--- config.mk ---
export PLATFORM = sky130hd
export DESIGN_NAME = rced_sc_et
export DESIGN_NICKNAME = d
export VERILOG_FILES = /design/src/rtl/rced_sc_pkg.sv /design/src/rtl/sc_lfsr.sv /design/src/rtl/rced_sc_et.sv
export SDC_FILE = /design/constraint.sdc
export NUM_CORES = 1
export LEC_CHECK = 0
export BUFFER_PORTS_ARGS = -buffer_cell sky130_fd_sc_hd__buf_2
export CAP_MARGIN = 5
export CORE_ASPECT_RATIO = 2
export CORE_MARGIN = 2
export CORE_UTILIZATION = 58
export DETAILED_ROUTE_END_ITERATION = 8
export GPL_TIMING_DRIVEN = 0
export PLACE_DENSITY = 0.9
export SLEW_MARGIN = 25
export SYNTH_ARGS = -nofsm -noshare
export SYNTH_HDL_FRONTEND = slang
export SYNTH_HIERARCHICAL = 1
export SYNTH_SLANG_ARGS = --single-unit
--- constraint.sdc ---
create_clock -name clk -period 3.4 [get_ports clk]
set_input_delay 0.34 -clock clk [delete_from_list [all_inputs] [get_ports clk]]
set_output_delay 0.34 -clock clk [all_outputs]
set_load 0.01 [all_outputs]
--- src/rtl/rced_sc_pkg.sv ---
// rtl/rced_sc_pkg.sv - shared FSM state type and maximal-length LFSR tap table
package rced_sc_pkg;

    typedef enum logic [1:0] {
        ST_IDLE = 2'd0,
        ST_RUN  = 2'd1,
        ST_DONE = 2'd2
    } state_t;

    // Fibonacci feedback masks: bit n-1 set for tap n, index = register width
    localparam logic [15:0] LFSR_TAPS [4:16] = '{
        16'h000C,   // 4:  4,3
        16'h0014,   // 5:  5,3
        16'h0030,   // 6:  6,5
        16'h0060,   // 7:  7,6
        16'h00B8,   // 8:  8,6,5,4
        16'h0110,   // 9:  9,5
        16'h0240,   // 10: 10,7
        16'h0500,   // 11: 11,9
        16'h0829,   // 12: 12,6,4,1
        16'h100D,   // 13: 13,4,3,1
        16'h2015,   // 14: 14,5,3,1
        16'h6000,   // 15: 15,14
        16'hD008    // 16: 16,15,13,4
    };

endpackage

--- src/rtl/sc_lfsr.sv ---
// rtl/sc_lfsr.sv - maximal-length Fibonacci LFSR with seed load and step enable
module sc_lfsr
    import rced_sc_pkg::*;
#(
    parameter int               WIDTH = 8,
    parameter logic [WIDTH-1:0] SEED  = WIDTH'(1)
) (
    input  logic             clk,
    input  logic             rst_n,
    input  logic             load,
    input  logic             en,
    output logic [WIDTH-1:0] q
);

    localparam logic [15:0]      TAPS_FULL = LFSR_TAPS[WIDTH];
    localparam logic [WIDTH-1:0] TAPS      = TAPS_FULL[WIDTH-1:0];

    logic [WIDTH-1:0] r_q;
    logic             w_fb;

    assign w_fb = ^(r_q & TAPS);

    always_ff @(posedge clk or negedge rst_n) begin
        if (!rst_n) begin
            r_q <= SEED;
        end else if (load) begin
            r_q <= SEED;
        end else if (en) begin
            r_q <= {r_q[WIDTH-2:0], w_fb};
        end
    end

    assign q = r_q;

endmodule

--- src/rtl/rced_sc_et.sv ---
// rtl/rced_sc_et.sv - stochastic Roberts-cross edge detector; RCED_SC_EARLY_TERM_EN enables early termination
module rced_sc_et
    import rced_sc_pkg::*;
#(
    parameter int               WIDTH  = 8,
    parameter int               THRESH = 32,
    parameter logic [WIDTH-1:0] SEED_X = WIDTH'(1),
    parameter logic [WIDTH-1:0] SEED_C = WIDTH'((1 << (WIDTH-1)) + 1)
) (
    input  logic                  clk,
    input  logic                  rst_n,
    input  logic                  i_start,
    input  logic [3:0][WIDTH-1:0] i_px,
    output logic                  o_ready,
    output logic                  o_done,
    output logic [WIDTH-1:0]      o_count,
    output logic                  o_edge,
    output logic [WIDTH-1:0]      o_cycles
);

    localparam logic [WIDTH-1:0] L   = {WIDTH{1'b1}};
    localparam logic [WIDTH-1:0] THR = WIDTH'(THRESH);

    state_t                r_state;
    state_t                w_next;
    logic [3:0][WIDTH-1:0] r_px;
    logic [WIDTH-1:0]      r_ones;
    logic [WIDTH-1:0]      r_cyc;
    logic [WIDTH-1:0]      r_count;
    logic                  r_edge;
    logic [WIDTH-1:0]      r_cycles;
    logic [WIDTH-1:0]      w_rx;
    logic [WIDTH-1:0]      w_rc;
    logic [3:0]            w_x;
    logic                  w_z;
    logic                  w_accept;
    logic                  w_term;
    logic                  w_step;

    assign w_accept = (r_state == ST_IDLE) && i_start;

    // Termination is judged on the registered counts, so a full window spends one
    // extra RUN cycle after its L-th update before moving to DONE.
`ifdef RCED_SC_EARLY_TERM_EN
    logic [WIDTH:0] w_reach;
    assign w_reach = {1'b0, r_ones} + {1'b0, L - r_cyc};
    assign w_term  = (r_cyc == L) || (r_ones >= THR) || (w_reach < {1'b0, THR});
`else
    assign w_term  = (r_cyc == L);
`endif

    assign w_step = (r_state == ST_RUN) && !w_term;

    sc_lfsr #(.WIDTH(WIDTH), .SEED(SEED_X)) u_lfsr_x (
        .clk   (clk),
        .rst_n (rst_n),
        .load  (w_accept),
        .en    (w_step),
        .q     (w_rx)
    );

    sc_lfsr #(.WIDTH(WIDTH), .SEED(SEED_C)) u_lfsr_c (
        .clk   (clk),
        .rst_n (rst_n),
        .load  (w_accept),
        .en    (w_step),
        .q     (w_rc)
    );

    always_comb begin
        for (int i = 0; i < 4; i++) begin
            w_x[i] = (w_rx <= r_px[i]);
        end
    end

    assign w_z = w_rc[WIDTH-1] ? (w_x[0] ^ w_x[3]) : (w_x[1] ^ w_x[2]);

    always_ff @(posedge clk or negedge rst_n) begin
        if (!rst_n) begin
            r_state <= ST_IDLE;
        end else begin
            r_state <= w_next;
        end
    end

    always_comb begin
        w_next = r_state;
        case (r_state)
            ST_IDLE: if (i_start) w_next = ST_RUN;
            ST_RUN:  if (w_term)  w_next = ST_DONE;
            default: w_next = ST_IDLE;
        endcase
    end

    always_ff @(posedge clk or negedge rst_n) begin
        if (!rst_n) begin
            r_px     <= '0;
            r_ones   <= '0;
            r_cyc    <= '0;
            r_count  <= '0;
            r_edge   <= 1'b0;
            r_cycles <= '0;
        end else begin
            if (w_accept) begin
                r_px   <= i_px;
                r_ones <= '0;
                r_cyc  <= '0;
            end else if (w_step) begin
                r_ones <= r_ones + {{(WIDTH-1){1'b0}}, w_z};
                r_cyc  <= r_cyc + 1'b1;
            end
            if ((r_state == ST_RUN) && w_term) begin
                r_count  <= r_ones;
                r_edge   <= (r_ones >= THR);
                r_cycles <= r_cyc;
            end
        end
    end

    assign o_ready  = (r_state == ST_IDLE);
    assign o_done   = (r_state == ST_DONE);
    assign o_count  = r_count;
    assign o_edge   = r_edge;
    assign o_cycles = r_cycles;

endmodule

=== After elaboration in Yosys (flattened, before gate mapping) ===
Index checks and enable logic that the tools add are counted.

* Register bits after elaboration: 83
* Word-level logic and storage cells: 47

* Add/subtract/negate cells: 2
* Order comparisons: 5
* Equality and inequality tests: 5
* Mux-type cells: 12
* Bitwise gates (word level): 2
* Reduce and logical (&&, ||, !) cells: 9

{| class="wikitable"
|+ Operator list
! cell !! count
|-
| $mux 8 || 8
|-
| $le 8x8->1 || 4
|-
| $reduce_xor 8->1 || 2
|-
| $add 8x1->8 || 1
|-
| $add 8x1->8 const B || 1
|-
| $eq 8x8->1 const B || 1
|-
| $ge 8x6->1 const B || 1
|-
| $mux 2 || 2
|-
| $ne 2x2->1 const B || 2
|-
| $pmux 2 s2 || 1
|-
| $logic_and 1x1->1 || 3
|-
| $eq 2x1->1 const B || 1
|-
| $eq 2x2->1 const B || 1
|-
| $logic_not 2->1 || 1
|-
| $reduce_and 2->1 || 1
|-
| $reduce_bool 2->1 || 1
|-
| $xor 1x1->1 || 2
|-
| $logic_not 1->1 || 1
|-
| $mux 1 || 1
|}

=== Longest topological paths before layout ===
* Depth after elaboration: 6
* Gate-level depth with buffers: 13
* Mapped depth without buffers: 13

=== By module ===
The synthesis kept the hierarchy.

{| class="wikitable"
|+ Modules (own cells, without submodules)
! module !! times used !! cells each !! area each (um^2) !! sequential area each (um^2)
|-
| rced_sc_et || 1 || 339 || 3,383.2 || 1,676.6
|-
| sc_lfsr at u_lfsr_c || 1 || 30 || 349.1 || 202.7
|-
| sc_lfsr at u_lfsr_x || 1 || 30 || 347.8 || 201.4
|}

=== Worst setup path before layout ===
No wires, ideal clock.

* Kind: register to register
* Start: register u_lfsr_x.r_q[5] (netlist: u_lfsr_x/q[5])
* End: register r_ones[7]
* Library setup time: 78 ps
* Arrival time: 2,310 ps
* Data required time: 3,322 ps
* Path slack: 1,013 ps
* Cell stages (with the launch flop): 11
* Path through: dfrtp_1 ha_1 a211oi_1 nor2_1 o31ai_1 xnor2_1 mux2i_1 ha_1 nand4_4 or3_1 a21oi_1

* Longest elaborated chain between the ends: 6
* Elaborated cells on any way between the ends: 10

{| class="wikitable"
|+ RTL lines
! item !! RTL line !! RTL
|-
| start: declaration || sc_lfsr.sv:18 || <nowiki>logic [WIDTH-1:0] r_q;</nowiki>
|-
| start signal: assignment || sc_lfsr.sv:29 || <nowiki>r_q <= {r_q[WIDTH-2:0], w_fb};</nowiki>
|-
| $le 8x8->1 || rced_sc_et.sv:72 || <nowiki>w_x[i] = (w_rx <= r_px[i]);</nowiki>
|-
| $xor 1x1->1 || rced_sc_et.sv:76 || <nowiki>assign w_z = w_rc[WIDTH-1] ? (w_x[0] ^ w_x[3]) : (w_x[1] ^ w_x[2]);</nowiki>
|-
| $mux 1 (*) || rced_sc_et.sv:76 ||
|-
| $add 8x1->8 (*) || rced_sc_et.sv:109 || <nowiki>r_ones <= r_ones + {{(WIDTH-1){1'b0}}, w_z};</nowiki>
|-
| $mux 8 (*) || rced_sc_et.sv:108 || <nowiki>end else if (w_step) begin</nowiki>
|-
| $mux 8 (*) || rced_sc_et.sv:104 || <nowiki>if (w_accept) begin</nowiki>
|-
| end signal: assignment || rced_sc_et.sv:109 ||
|-
| end: declaration || rced_sc_et.sv:27 || <nowiki>logic [WIDTH-1:0] r_ones;</nowiki>
|}

Every way passes the cells marked *; elsewhere a longest branch is shown, timed or not. The select of a mux whose other input is x is not followed.
A chain may end at the register's enable or synchronous reset.

=== Worst setup path in the final report ===
* Start: register u_lfsr_x.r_q[0] (netlist: u_lfsr_x/q[0])
* End: register r_ones[4]

Same word-level chain as after synthesis.

==> impl_metrics.tcl <==
set metrics [dict create \
    status "finished, final reports clean" \
    finalMaxSlewViolations 0 \
    dpl-instance-area_sq_um 4480 \
    cts_buffer_depth 2 \
    async_reset_ff_frac 1.00 \
    fin_crit_ns 2.80 \
    synthFlopType "dfrtp_1" \
    num_vias 3133 \
    critPathLaunchType "flop" \
    setup_viol 0 \
    cts_buffers 9 \
    wire_per_inst_um 16.5 \
    htreeDepth 3 \
    hp-class "input pin to flop" \
    gp_congestion 0.909 \
    final_area_sq_um 4850 \
    routed_via_density 5.59 \
    tns_ns 0 \
    rr_worst_depth 12 \
    synthAdderAreaFrac 0.107 \
    grt_max_degree 44 \
    grt_pass1_vias 3287 \
    hold_viol 0 \
    synthesis.nets 469 \
    cp-end-kind "flop" \
    ys_types 32 \
    clock_latency_ns 0.35 \
    die_h_um 123 \
    pre_cts_ws_ns 0.663 \
    maxCapViolCount 0 \
    synth.avg_cell_area_sq_um 10.2 \
    r2r-start "u_lfsr_x/q[0]" \
    final_util 0.705 \
    max_slew_margin 0.633 \
    grt_pass1_wl_um 15600 \
    grt_usage 0.267 \
    r2r_slack_ns 0.60 \
    leakage_nw 2.50 \
    hold_start "i_px[27]" \
    max-vdd-ir-drop_mv 0.654 \
    muxShareOfSynthArea 0.0644 \
    start_util 0.592 \
    finalCritPeriodShare 0.824 \
    design.core.area_sq_um 6890 \
    die_x_um 63.3 \
    fin_ws_ns 0.597 \
    hpwlAfterDp_um 6590 \
    cp.arrival_ns 3.02 \
    overflow 0 \
    drt_iter0_markers 172 \
    mappedNetlistArea_sq_um 4080 \
    synth-seq-cells 83 \
    tritoncts "done" \
    final_antenna_net_count 0 \
    total_power_w 0.00424 \
    synthXorXnorAreaFrac 0.0343 \
    synth_edf_count 0 \
    syn_to_final_growth_pct 18.9 \
    yosysSeqAreaShare 0.510 \
    diodes 0 \
    rows 43 \
    routed_wirelength_um 9250 \
    die_area_sq_um 7760 \
    cts_sinks 83 \
    drive_above_1_share 0.215 \
    rsz0062_at_grt "false" \
    portBuffers 53 \
    drc 0 \
    whs_path_depth 3 \
    tightest_slew_ns 0.551 \
    critPathMaxFanout 4 \
    worstSetupPathType "flop to flop" \
    synth_compound_area_frac 0.0951 \
    fillerInstances 512 \
    dr.pass1.iters 4 \
    hold_path_end "r_px[27]" \
    max_freq_mhz 357 \
    synth-simple-area-share 0.143 \
    clock_skew_ns 0.00451 \
    reg2reg_to "r_ones[4]" \
    synth_top_family_by_area "simple AND/OR/NAND/NOR gates" \
    path_clk_slew_ns 0.06 \
    io_pins 54 \
    synth_cells 399 \
    cp.required_ns 3.62 \
    cts_root_buf "clkbuf_16" \
    nets 535 \
    cellPowerDensity_nw_per_um2 875 \
    antenna_found_initial 0 \
    yosysWarnings 6 \
]
power by group:
group,internal [W],leakage [nW],total [W],switching [W]
logic,0.000669,1.27,0.00149,0.000818
registers,0.00130,1.05,0.00159,0.000284
clock network,0.000776,0.179,0.00117,0.000391
layout make-up:
cell class / instances / area [sq um] / share of cell area
buffer: 15 / 62.6 / 0.0129
timing repair buffer: 55 / 298 / 0.0614
sequential: 83 / 2080 / 0.429
clock buffer: 12 / 267 / 0.0549
tap: 90 / 113 / 0.0232
clock inverter: 4 / 95.1 / 0.0196
inverter: 33 / 124 / 0.0255
multi-input combinational: 268 / 1810 / 0.374
placed cells by master (no fill, tap or decap), types with 2 or more instances in the layout:
cell type and n:
a21oi_1 17, a31oi_1 2, and3_1 2, and3_4 2
buf_1 2, buf_2 57, bufinv_16 3, clkbuf_1 8
clkbuf_16 9, clkbuf_8 3, dfrtp_1 80, dfstp_2 3
ha_1 35, inv_1 32, mux2_2 10, mux2i_1 15
nand2_1 57, nand3_1 3, nand4_1 13, nor2_1 25
nor2b_1 6, nor3_1 3, o211ai_1 4, o21ai_0 40
o22ai_1 3, or2_2 8, or3_1 2, xnor2_1 9
xor2_1 7
logic make-up (layout without fill, tap and decap cells):
| kind of cell | after synthesis | count (layout) |
|---|---|---|
| and+or+nand+nor | 123 | 123 |
| DFF | 83 | 83 |
| AOI/OAI and AO/OA | 69 | 69 |
| buffers and inverters | 48 | 119 |
| adders and majority gates | 35 | 35 |
| muxes | 25 | 25 |
| xor gates and xnor gates | 16 | 16 |
per-layer routing:
metal	track usage	vias to the layer above	part of all wire
met5	0	-	0
met4	0.181	0	0.050
met3	0.0422	33	0.034
met2	0.490	92	0.56
met1	0.275	1527	0.36
li1	-	1481	-
flip-flops by register name (all words and copies together), names as in the netlist:
| name | cells |
|---|---|
| o_count | 8 |
| o_cycles | 8 |
| o_edge | 1 |
| r_cyc | 8 |
| r_ones | 8 |
| r_px | 32 |
| r_state | 2 |
| u_lfsr_c/q | 8 |
| u_lfsr_x/q | 8 |
cells in the mapped netlist (4+ instances only):
cell	count	area, sq um
o211ai_1	4	30.0
clkbuf_1	8	30.0
a21oi_1	17	85.1
o21ai_0	40	200
inv_1	32	120
buf_2	5	25.0
nand4_1	13	81.3
nand2_1	57	214
mux2i_1	15	150
nor2b_1	6	37.5
nor2_1	25	93.8
xnor2_1	9	78.8
mux2_2	10	113
dfrtp_1	80	2000
xor2_1	7	61.3
or2_2	8	50.1
ha_1	35	438
what timing repair did:
item / 4_1_cts / 5_1_grt
setup buffers: 0 / 0
hold buffers: 1 / 0
hold endpoints to repair: 21 / 0
resized for setup: 0 / 0
per-stage QoR:
stage	cells	hold WS (ns)
floorplan	399	0.0444
global placement	542	0.446
detailed placement	543	0.363
CTS	560	0.192
global route	560	0.202
finish	560	0.191
worst max path at each step:
stage / start / endpoint / depth (start not counted)
2_1_floorplan: u_lfsr_x/q[5] / r_ones[7] / 10
6_report: u_lfsr_x/q[0] / r_ones[4] / 12
3_3_place_gp: u_lfsr_x/q[1] / r_ones[7] / 11
5_1_grt: u_lfsr_x/q[1] / r_ones[4] / 12
4_1_cts: u_lfsr_x/q[1] / r_ones[4] / 12
3_5_place_dp: u_lfsr_x/q[1] / r_ones[5] / 11
worst max-delay path, stage by stage, from the launching register on:
cell	delay, ns
dfstp_2	0.55
inv_1	0.11
ha_1	0.29
nand4_1	0.15
or2_2	0.31
o31ai_1	0.08
xnor2_1	0.11
mux2i_1	0.18
ha_1	0.25
ha_1	0.23
nand4_1	0.17
nand3_1	0.14
o21ai_0	0.10
Power figures use the tool's default switching activity.
